==> config.mk <==
export PLATFORM = sky130hd
export DESIGN_NAME = serial_rx_ctl_flat
export DESIGN_NICKNAME = d
export VERILOG_FILES = /design/src/rtl/serial_rx_pkg.sv /design/src/rtl/serial_rx_ctl_if.sv /design/src/rtl/serial_rx_sync.sv /design/src/rtl/serial_rx_ctl.sv /design/src/flat_wrapper.sv
export SDC_FILE = /design/constraint.sdc
export NUM_CORES = 1
export LEC_CHECK = 0
export ABC_AREA = 0
export BUFFER_PORTS_ARGS = -buffer_cell sky130_fd_sc_hd__buf_4
export CAP_MARGIN = 5
export CORE_AREA = 5 5 50 61
export CTS_CLUSTER_DIAMETER = 50
export DETAILED_ROUTE_END_ITERATION = 12
export DIE_AREA = 0 0 55 66
export PLACE_DENSITY = 0.73
export SYNTH_ARGS = -nofsm -noshare
export SYNTH_HDL_FRONTEND = slang
export SYNTH_SLANG_ARGS = --single-unit
==> constraint.sdc <==
create_clock -name Clock -period 1.9 [get_ports Clock]
set_input_delay 0.38 -clock Clock [delete_from_list [all_inputs] [get_ports Clock]]
set_output_delay 0.38 -clock Clock [all_outputs]
set_load 0.1 [all_outputs]
==> src/rtl/serial_rx_pkg.sv <==
// serial_rx_pkg
// Shared definitions for the serial receive controller: FSM state encoding,
// data width of a frame and the default oversampling ratio.
// Optional feature macro used by the importing files: SERIAL_RX_PARITY_EN.

package serial_rx_pkg;

    typedef enum logic [2:0] {
        IDLE   = 3'd0,
        START  = 3'd1,
        DATA   = 3'd2,
        PARITY = 3'd3,
        STOP   = 3'd4
    } rx_state_t;

    localparam int DATA_BITS      = 8;
    localparam int OVERSAMPLE_DEF = 16;

endpackage

==> src/rtl/serial_rx_ctl_if.sv <==
// serial_rx_ctl_if
// Received-byte handshake bundle between serial_rx_ctl and its consumer.
//   Data      received byte
//   Valid     Data holds an unconsumed byte
//   Ready     consumer accepts Data on Valid && Ready
//   FrameErr  stop bit of the byte in Data sampled low
//   Overrun   a byte was overwritten before it was accepted
//   ParityErr even-parity check failed (only when SERIAL_RX_PARITY_EN)
// master: the controller side; slave: the consumer side.

interface serial_rx_ctl_if;
    import serial_rx_pkg::*;

    logic [DATA_BITS-1:0] Data;
    logic                 Valid;
    logic                 Ready;
    logic                 FrameErr;
    logic                 Overrun;
`ifdef SERIAL_RX_PARITY_EN
    logic                 ParityErr;
`endif

`ifdef SERIAL_RX_PARITY_EN
    modport master (output Data, Valid, FrameErr, Overrun, ParityErr, input Ready);
    modport slave  (input Data, Valid, FrameErr, Overrun, ParityErr, output Ready);
`else
    modport master (output Data, Valid, FrameErr, Overrun, input Ready);
    modport slave  (input Data, Valid, FrameErr, Overrun, output Ready);
`endif

endinterface

==> src/rtl/serial_rx_sync.sv <==
// serial_rx_sync
// Two-flop synchronizer for an asynchronous single-bit input.
//   Clock   rising-edge clock
//   nReset  asynchronous active-low reset; both flops load RST_VAL
//   d       asynchronous input
//   q       synchronized output, two Clock cycles behind d

module serial_rx_sync #(
    parameter logic RST_VAL = 1'b1
) (
    input  logic Clock,
    input  logic nReset,
    input  logic d,
    output logic q
);

    logic meta;

    always_ff @(posedge Clock or negedge nReset) begin
        if (!nReset) begin
            meta <= RST_VAL;
            q    <= RST_VAL;
        end else begin
            meta <= d;
            q    <= meta;
        end
    end

endmodule

==> src/rtl/serial_rx_ctl.sv <==
// serial_rx_ctl
// Bit-timing and framing controller for an LSB-first serial line
// (start, 8 data bits, [parity,] stop). Drives an external 8-bit right-shift
// register at bit centres and captures its parallel output into a holding
// register presented on a valid/ready handshake.
// Optional feature: SERIAL_RX_PARITY_EN adds an even-parity bit and ParityErr.
//   Clock    rising-edge clock
//   nReset   asynchronous active-low reset
//   Tick     oversample strobe; all bit timing advances only on Tick
//   RxD      asynchronous serial input, idles high
//   ShiftIn  sampled data bit to the shift register
//   Enable   one-cycle shift enable per data bit
//   Q        parallel output of the shift register
//   rx_if    received-byte handshake (Data/Valid/Ready/FrameErr/Overrun[/ParityErr])
//
// state  | meaning
// IDLE   | line idle, waiting for a low sample on Tick
// START  | counting to the start-bit centre; high there means glitch
// DATA   | sampling 8 data bits at their centres, one Enable each
// PARITY | sampling the parity bit (SERIAL_RX_PARITY_EN only)
// STOP   | sampling the stop bit and loading the holding register

module serial_rx_ctl
    import serial_rx_pkg::*;
#(
    parameter int OVERSAMPLE = OVERSAMPLE_DEF,
    parameter int CNT_W      = 4
) (
    input  logic                 Clock,
    input  logic                 nReset,
    input  logic                 Tick,
    input  logic                 RxD,
    output logic                 ShiftIn,
    output logic                 Enable,
    input  logic [DATA_BITS-1:0] Q,
    serial_rx_ctl_if.master      rx_if
);

    localparam logic [CNT_W-1:0] CNT_MID  = CNT_W'(OVERSAMPLE / 2 - 1);
    localparam logic [CNT_W-1:0] CNT_END  = CNT_W'(OVERSAMPLE - 1);
    localparam logic [2:0]       BIT_LAST = 3'(DATA_BITS - 1);

    logic rx;

    rx_state_t            state, state_n;
    logic [CNT_W-1:0]     cnt, cnt_n;
    logic [2:0]           bitcnt, bitcnt_n;
    logic                 shift_n, en_n, load;

    logic [DATA_BITS-1:0] data_q, data_n;
    logic                 valid_q, valid_n;
    logic                 ferr_q, ferr_n;
    logic                 ovr_q, ovr_n;
`ifdef SERIAL_RX_PARITY_EN
    logic                 parity_bit, par_n;
    logic                 perr_q, perr_n;
`endif

    serial_rx_sync #(.RST_VAL(1'b1)) u_sync (
        .Clock  (Clock),
        .nReset (nReset),
        .d      (RxD),
        .q      (rx)
    );

    always_ff @(posedge Clock or negedge nReset) begin
        if (!nReset) begin
            state      <= IDLE;
            cnt        <= '0;
            bitcnt     <= '0;
            ShiftIn    <= 1'b0;
            Enable     <= 1'b0;
            data_q     <= '0;
            valid_q    <= 1'b0;
            ferr_q     <= 1'b0;
            ovr_q      <= 1'b0;
`ifdef SERIAL_RX_PARITY_EN
            parity_bit <= 1'b0;
            perr_q     <= 1'b0;
`endif
        end else begin
            state      <= state_n;
            cnt        <= cnt_n;
            bitcnt     <= bitcnt_n;
            ShiftIn    <= shift_n;
            Enable     <= en_n;
            data_q     <= data_n;
            valid_q    <= valid_n;
            ferr_q     <= ferr_n;
            ovr_q      <= ovr_n;
`ifdef SERIAL_RX_PARITY_EN
            parity_bit <= par_n;
            perr_q     <= perr_n;
`endif
        end
    end

    always_comb begin
        state_n  = state;
        cnt_n    = cnt;
        bitcnt_n = bitcnt;
        shift_n  = ShiftIn;
        en_n     = 1'b0;
        load     = 1'b0;
`ifdef SERIAL_RX_PARITY_EN
        par_n    = parity_bit;
`endif

        if (Tick) begin
            case (state)
                IDLE: begin
                    if (!rx) begin
                        state_n = START;
                        cnt_n   = '0;
                    end
                end
                START: begin
                    if (cnt == CNT_MID) begin
                        cnt_n = '0;
                        if (!rx) begin
                            state_n  = DATA;
                            bitcnt_n = '0;
                        end else begin
                            state_n  = IDLE;
                        end
                    end else begin
                        cnt_n = cnt + CNT_W'(1);
                    end
                end
                DATA: begin
                    if (cnt == CNT_END) begin
                        cnt_n    = '0;
                        shift_n  = rx;
                        en_n     = 1'b1;
                        bitcnt_n = bitcnt + 3'd1;
                        if (bitcnt == BIT_LAST) begin
`ifdef SERIAL_RX_PARITY_EN
                            state_n = PARITY;
`else
                            state_n = STOP;
`endif
                        end
                    end else begin
                        cnt_n = cnt + CNT_W'(1);
                    end
                end
                PARITY: begin
`ifdef SERIAL_RX_PARITY_EN
                    if (cnt == CNT_END) begin
                        cnt_n   = '0;
                        par_n   = rx;
                        state_n = STOP;
                    end else begin
                        cnt_n = cnt + CNT_W'(1);
                    end
`else
                    state_n = IDLE;
                    cnt_n   = '0;
`endif
                end
                STOP: begin
                    if (cnt == CNT_END) begin
                        cnt_n   = '0;
                        load    = 1'b1;
                        state_n = IDLE;
                    end else begin
                        cnt_n = cnt + CNT_W'(1);
                    end
                end
                default: begin
                    state_n = IDLE;
                    cnt_n   = '0;
                end
            endcase
        end

        data_n  = data_q;
        valid_n = valid_q;
        ferr_n  = ferr_q;
        ovr_n   = ovr_q;
`ifdef SERIAL_RX_PARITY_EN
        perr_n  = perr_q;
`endif
        // A load beats a same-edge handshake; overrun only if the old byte
        // was still pending and not taken on this edge.
        if (load) begin
            data_n  = Q;
            ferr_n  = ~rx;
            valid_n = 1'b1;
            ovr_n   = valid_q & ~rx_if.Ready;
`ifdef SERIAL_RX_PARITY_EN
            perr_n  = (^Q) ^ parity_bit;
`endif
        end else if (valid_q && rx_if.Ready) begin
            valid_n = 1'b0;
            ovr_n   = 1'b0;
        end
    end

    assign rx_if.Data      = data_q;
    assign rx_if.Valid     = valid_q;
    assign rx_if.FrameErr  = ferr_q;
    assign rx_if.Overrun   = ovr_q;
`ifdef SERIAL_RX_PARITY_EN
    assign rx_if.ParityErr = perr_q;
`endif

endmodule

==> src/flat_wrapper.sv <==
// flat-port wrapper written by rule: the top's interface ports become plain ports
module serial_rx_ctl_flat import serial_rx_pkg::*;
#(
    parameter int OVERSAMPLE = OVERSAMPLE_DEF,
    parameter int CNT_W      = 4
)
  (Clock, nReset, Tick, RxD, ShiftIn, Enable, Q, rx_if_Data, rx_if_Valid, rx_if_FrameErr, rx_if_Overrun, rx_if_Ready);
  serial_rx_ctl_if rx_if_i ();
  input  logic Clock;
  input  logic nReset;
  input  logic Tick;
  input  logic RxD;
  output logic ShiftIn;
  output logic Enable;
  input  logic [DATA_BITS-1:0] Q;
  output wire logic [$bits(rx_if_i.Data)-1:0] rx_if_Data;
  output wire logic [$bits(rx_if_i.Valid)-1:0] rx_if_Valid;
  output wire logic [$bits(rx_if_i.FrameErr)-1:0] rx_if_FrameErr;
  output wire logic [$bits(rx_if_i.Overrun)-1:0] rx_if_Overrun;
  input wire logic [$bits(rx_if_i.Ready)-1:0] rx_if_Ready;
  assign rx_if_Data = rx_if_i.Data;
  assign rx_if_Valid = rx_if_i.Valid;
  assign rx_if_FrameErr = rx_if_i.FrameErr;
  assign rx_if_Overrun = rx_if_i.Overrun;
  assign rx_if_i.Ready = rx_if_Ready;
  serial_rx_ctl #(.OVERSAMPLE(OVERSAMPLE), .CNT_W(CNT_W)) u_core (.Clock(Clock), .nReset(nReset), .Tick(Tick), .RxD(RxD), .ShiftIn(ShiftIn), .Enable(Enable), .Q(Q), .rx_if(rx_if_i));
endmodule
Word-level counts from Yosys, hierarchy flattened
Index checks and enable logic that the tools add are counted.

storage, ports and cells
  flip-flop bits (word level) = 25
  output and inout port bits = 13
  logic and storage cells = 60

operators by class
  add/sub/neg operators = 2
  equality and inequality tests = 12
  multiplexer cells = 23
  bitwise operators = 3
  reduce and logical (&&, ||, !) cells = 9

operators with widths
  operator               number
  $mux W3                8
  $mux W4                3
  $pmux W3 S4            1
  $pmux W4 S3            1
  $mux W1                8
  $ne A2 B1 Y1 const B   4
  $eq A3 B3 Y1 const B   2
  $pmux W3 S2            1
  $reduce_and A6 Y1      1
  $reduce_and A5 Y1      1
  $add A4 B1 Y4 const B  1
  $eq A4 B3 Y1 const B   1
  $eq A4 B4 Y1 const B   1
  $ne A2 B2 Y1 const B   2
  $reduce_bool A2 Y1     2
  $add A3 B1 Y3 const B  1
  $eq A3 B1 Y1 const B   1
  $eq A3 B2 Y1 const B   1
  $logic_not A3 Y1       1
  $reduce_and A3 Y1      1
  $mux W2                1
  $not A1 Y1             2
  $reduce_and A2 Y1      1
  $reduce_or A2 Y1       1
  other kinds (2)        2

Logic depth before layout (Yosys ltp)
  word-level depth = 5
  depth in mapped cells = 6

Hierarchy
From an unflattened synthesis, not the netlist that was laid out.

second synthesis, totals
  cell total of the unflattened synthesis = 96
  area total of the unflattened synthesis = 1167.4 µm²

modules (own cells, without submodules)
  module          times used  cells each  area each (µm²)  seq. area each (µm²)
  serial_rx_ctl   1           94          1114.8           575.6
  serial_rx_sync  1           2           52.6             52.6

Worst setup path after synthesis
Ideal clock, no wire load.

  kind = flip-flop to flip-flop
  from = reg u_core.state[1]
  to = reg u_core.bitcnt[0]
  arrival = 1511 ps
  data required time = 1775 ps
  setup slack = 264 ps
  stages on the path, launching flop included = 6
  period minus slack after synthesis = 1636 ps
  cells stage by stage = dfrtp_1 -> buf_6 -> nor4b_2 -> a31oi_1 -> or4b_4 -> mux2_4

on the way
  cells in the longest elaborated chain, start to end = 3
  elaborated cells between the ends (all ways) = 8
  classes of those cells = 5 x eq/ne; 1 x mux; 2 x reduce/logical

RTL lines
  element                                                RTL line              source
  start: declaration                                     serial_rx_ctl.sv:45   rx_state_t state, state_n;
  start signal: assignment                               serial_rx_ctl.sv:82   state <= state_n;
  $eq A3 B1 Y1 / $eq A3 B2 Y1 (equally long branches)    serial_rx_ctl.sv:110  case (state)
  $ne A2 B2 Y1 (no source line) (tied with other cells)  --
  $reduce_and A5 Y1 (no source line)                     --
  end signal: assignment                                 serial_rx_ctl.sv:84   bitcnt <= bitcnt_n;
  end: declaration                                       serial_rx_ctl.sv:47   logic [2:0] bitcnt, bitcnt_n;

Several ways; a longest one is shown, not always the timed one.
A chain may end at the register's enable or synchronous reset.

Worst setup path in the final report
  from = reg u_core.cnt[3]
  to = reg u_core.bitcnt[0]

on the way
  cells in the longest elaborated chain, start to end = 3
  elaborated cells between the ends (all ways) = 5
  classes of those cells = 4 x eq/ne; 1 x reduce/logical

RTL lines
  element                                              RTL line                                    source
  start: declaration                                   serial_rx_ctl.sv:46                         logic [CNT_W-1:0] cnt, cnt_n;
  start signal: assignment                             serial_rx_ctl.sv:83                         cnt <= cnt_n;
  $eq A4 B4 Y1 / $eq A4 B3 Y1 (equally long branches)  serial_rx_ctl.sv:131, serial_rx_ctl.sv:118
  $ne A2 B1 Y1 (no source line)                        --
  $reduce_and A5 Y1 (no source line) (*)               --

Mark *: on every way between the ends. The rest lies on a longest branch, timed or not.

==> reports/results.ini <==
[synthesis]
netlist_area_um2=1150
synthTopCellsByArea=dfrtp_1 50%, mux2_1 7.8%, dfstp_2 4.6%, ha_1 3.3%, nand2_1 3.3%
ys.warnings.count=0
yosys_register_bits=25
yosysUniqueCellTypes=32
synth_top_area_cell=dfrtp_1
synth_fp_nets=112
synth_area_per_cell_um2=12.0
synth-seq-area-share=0.545
syn_inst=96
synth.top_cell.area_share=0.499

[power]
switching_power_uw=443
netSwitchingFraction=0.346
power_frac_seq=0.536
p_int_uw=838
p_total_mw=1.28
p_per_area_nw_per_um2=895
p_comb_frac=0.277
p_clk_frac=0.187
leakagePower_nw=0.746
ir_drop_mv=0.513

[floorplanning]
core_area_um2=2430
initial_utilization=0.475
boundaryPins=26
fp.dieArea_um2=3630
num_rows=20
die_w_um=55
die_h_um=66

[cells_and_area]
final_common_cell=buf_4
ff_latch_area_um2=628
fin_cells=160
fin_util=0.590
multi_input_area_um2=480
synthToLayoutAreaGrowth_pct=24.2
design_area_um2=1430
fillerInstances=210
nets=144
diodes=0
drive_above_1_share=0.346
most-common-layout-cells=30 x buf_4, 23 x dfrtp_1, 10 x nand2_1, 8 x mux2_1, 6 x nor2_1

[clock_tree]
path_clk_slew_ps=130
clk_latency_ps=320
cts_max_level=1
clk_path_buf_depth=2
cts_made_buffers=3
cts_tree=done
clockRootBuffer=clkbuf_4
cts_sinks=25

[sta]
finalHoldViolations=0
tns_ps=0
setup_ws_ps=184
setup-violations-final=0
post-route-period-util=0.903
drv_slew=0
layout_min_cycle_time_ps=1720
whs_ps=144
rsz0062_at_grt=no
clock_skew_ps=2.02
relSlewSlack=0.684
fmax_mhz=583
worstMarginPinSlew_ps=468

[placed_design]
globalplace.congestion=0.767
place_inst=155
port_buffers=25
place_area_um2=1390
place_ws_ps=192
dp_hpwl_um=1710

[routing]
detail_route.first_pass.iterations=4
drt_iter0_drc=20
highest_layer=met4
m1WireLength_um=860
vias=856
drt-wirelength-per-cell_um=13.6
routed-wl-met3_um=135
drcViolationCount=0
drt_wl_total_um=2170
antenna_left=0
vias_per_cell=5.35
met2WireLength_um=1130

[setup_path]
rr_startpoint=u_core.cnt[3]$_DFFE_PN0P_
ff2ff_path_depth=4
worstSetupStartpointType=register
required_ps=2130
r2r_slack_ps=180
end_kind=register
cp.arrival_ps=1940
critPathKind=register to register
cp_max_fo=7
worstReg2RegEnd=u_core.bitcnt[0]$_DFFE_PN0P_

[global_route]
grt_usage=0.148
grt.overflow.total=0
grt_max_degree=26
antenna_found_initial=0
grt_pass1_wl_um=3860
grt_pass1_vias=936

[hold_path]
hp-class=primary input to register
hold_start=RxD
hold_depth=1
whs_endpoint=u_core.u_sync.meta$_DFF_PN1_

[outcome]
outcome=finished clean

[flow_run]
cap_violations=0

flip-flops by register name (all words and copies together) (netlist names):
register,count
u_core.ShiftIn,1
u_core.bitcnt,3
u_core.rx_if.Overrun,1
u_core.state,3
u_core.rx_if.Data,8
u_core.u_sync.meta,1
u_core.u_sync.q,1
u_core.rx_if.Valid,1
u_core.Enable,1
u_core.cnt,4
u_core.rx_if.FrameErr,1
logic make-up after synthesis:
| kind of cell | synth area share |
|---|---|
| xor gates and xnor gates | 0.0152 |
| buffers and inverters | 0.0434 |
| adders and majority gates | 0.0326 |
| AOI/OAI and AO/OA | 0.101 |
| DFF | 0.545 |
| and+or+nand+nor | 0.134 |
| muxes | 0.129 |
layer usage:
metal	track usage	vias up
li1	-	405
met4	0.0821	0
met5	0	-
met2	0.243	30
met3	0.0406	4
met1	0.169	417
cells in the mapped netlist:
library cell	instances
nor2b_1	1
dfstp_2	2
or4b_4	1
o21ai_0	3
mux2i_1	1
nor4_1	1
a31oi_1	1
a21oi_1	2
a22o_1	2
and2_1	2
buf_4	2
buf_6	1
ha_1	3
dfrtp_1	23
o41ai_1	2
nand4_1	3
nand3_1	3
nor2_1	6
nor4b_2	1
inv_1	5
o32ai_1	1
nand2_1	10
mux2_1	8
nand2b_1	1
mux2_2	3
xor2_1	2
buf_2	1
o2111ai_1	1
o311ai_1	1
o41ai_2	1
a21o_1	1
mux2_4	1
power by group through the flow:
stage | sequential [mW] | combinational [mW] | clock (mW)
5_1_grt | 0.699 | 0.404 | 0.272
6_report | 0.687 | 0.355 | 0.239
4_1_cts | 0.687 | 0.357 | 0.253
3_5_place_dp | 0.696 | 0.356 | 0
2_1_floorplan | 0.653 | 0.291 | 0
3_3_place_gp | 0.692 | 0.340 | 0
worst max-delay path: stages, from the launching register on:
cell     delay (ps)
dfrtp_1         480
nor4b_2         300
a31oi_1          70
or4b_4          500
mux2_4          270
how the worst max path moves through the flow:
stage                            startpoint                           end  slack [ps]  cells past startpoint
2_1_floorplan   u_core.state[1]$_DFFE_PN0P_  u_core.bitcnt[0]$_DFFE_PN0P_         260                      5
3_3_place_gp      u_core.cnt[3]$_DFFE_PN0P_  u_core.bitcnt[0]$_DFFE_PN0P_         250                      4
3_5_place_dp      u_core.cnt[3]$_DFFE_PN0P_  u_core.bitcnt[0]$_DFFE_PN0P_         190                      4
4_1_cts           u_core.cnt[3]$_DFFE_PN0P_  u_core.bitcnt[0]$_DFFE_PN0P_         170                      4
5_1_grt        u_core.bitcnt[0]$_DFFE_PN0P_   u_core.state[1]$_DFFE_PN0P_          70                      6
6_report          u_core.cnt[3]$_DFFE_PN0P_  u_core.bitcnt[0]$_DFFE_PN0P_         180                      4
cell type report:
| class | instances | area share |
|---|---|---|
| well taps | 33 | 0.0288 |
| repair buffers | 31 | 0.164 |
| flip-flops and latches | 25 | 0.439 |
| inverters | 5 | 0.0131 |
| clock inverters | 1 | 0.00350 |
| clock buffers | 3 | 0.0157 |
| multi-input cells | 62 | 0.336 |
timing repair:
| action | CTS | global route |
|---|---|---|
| endpoints found under the hold margin | 23 | 0 |
| setup buffers | 0 | 0 |
| resized for setup | 0 | 0 |
| hold buffers | 1 | 0 |
No activity file was read; power rests on OpenSTA's default activity.
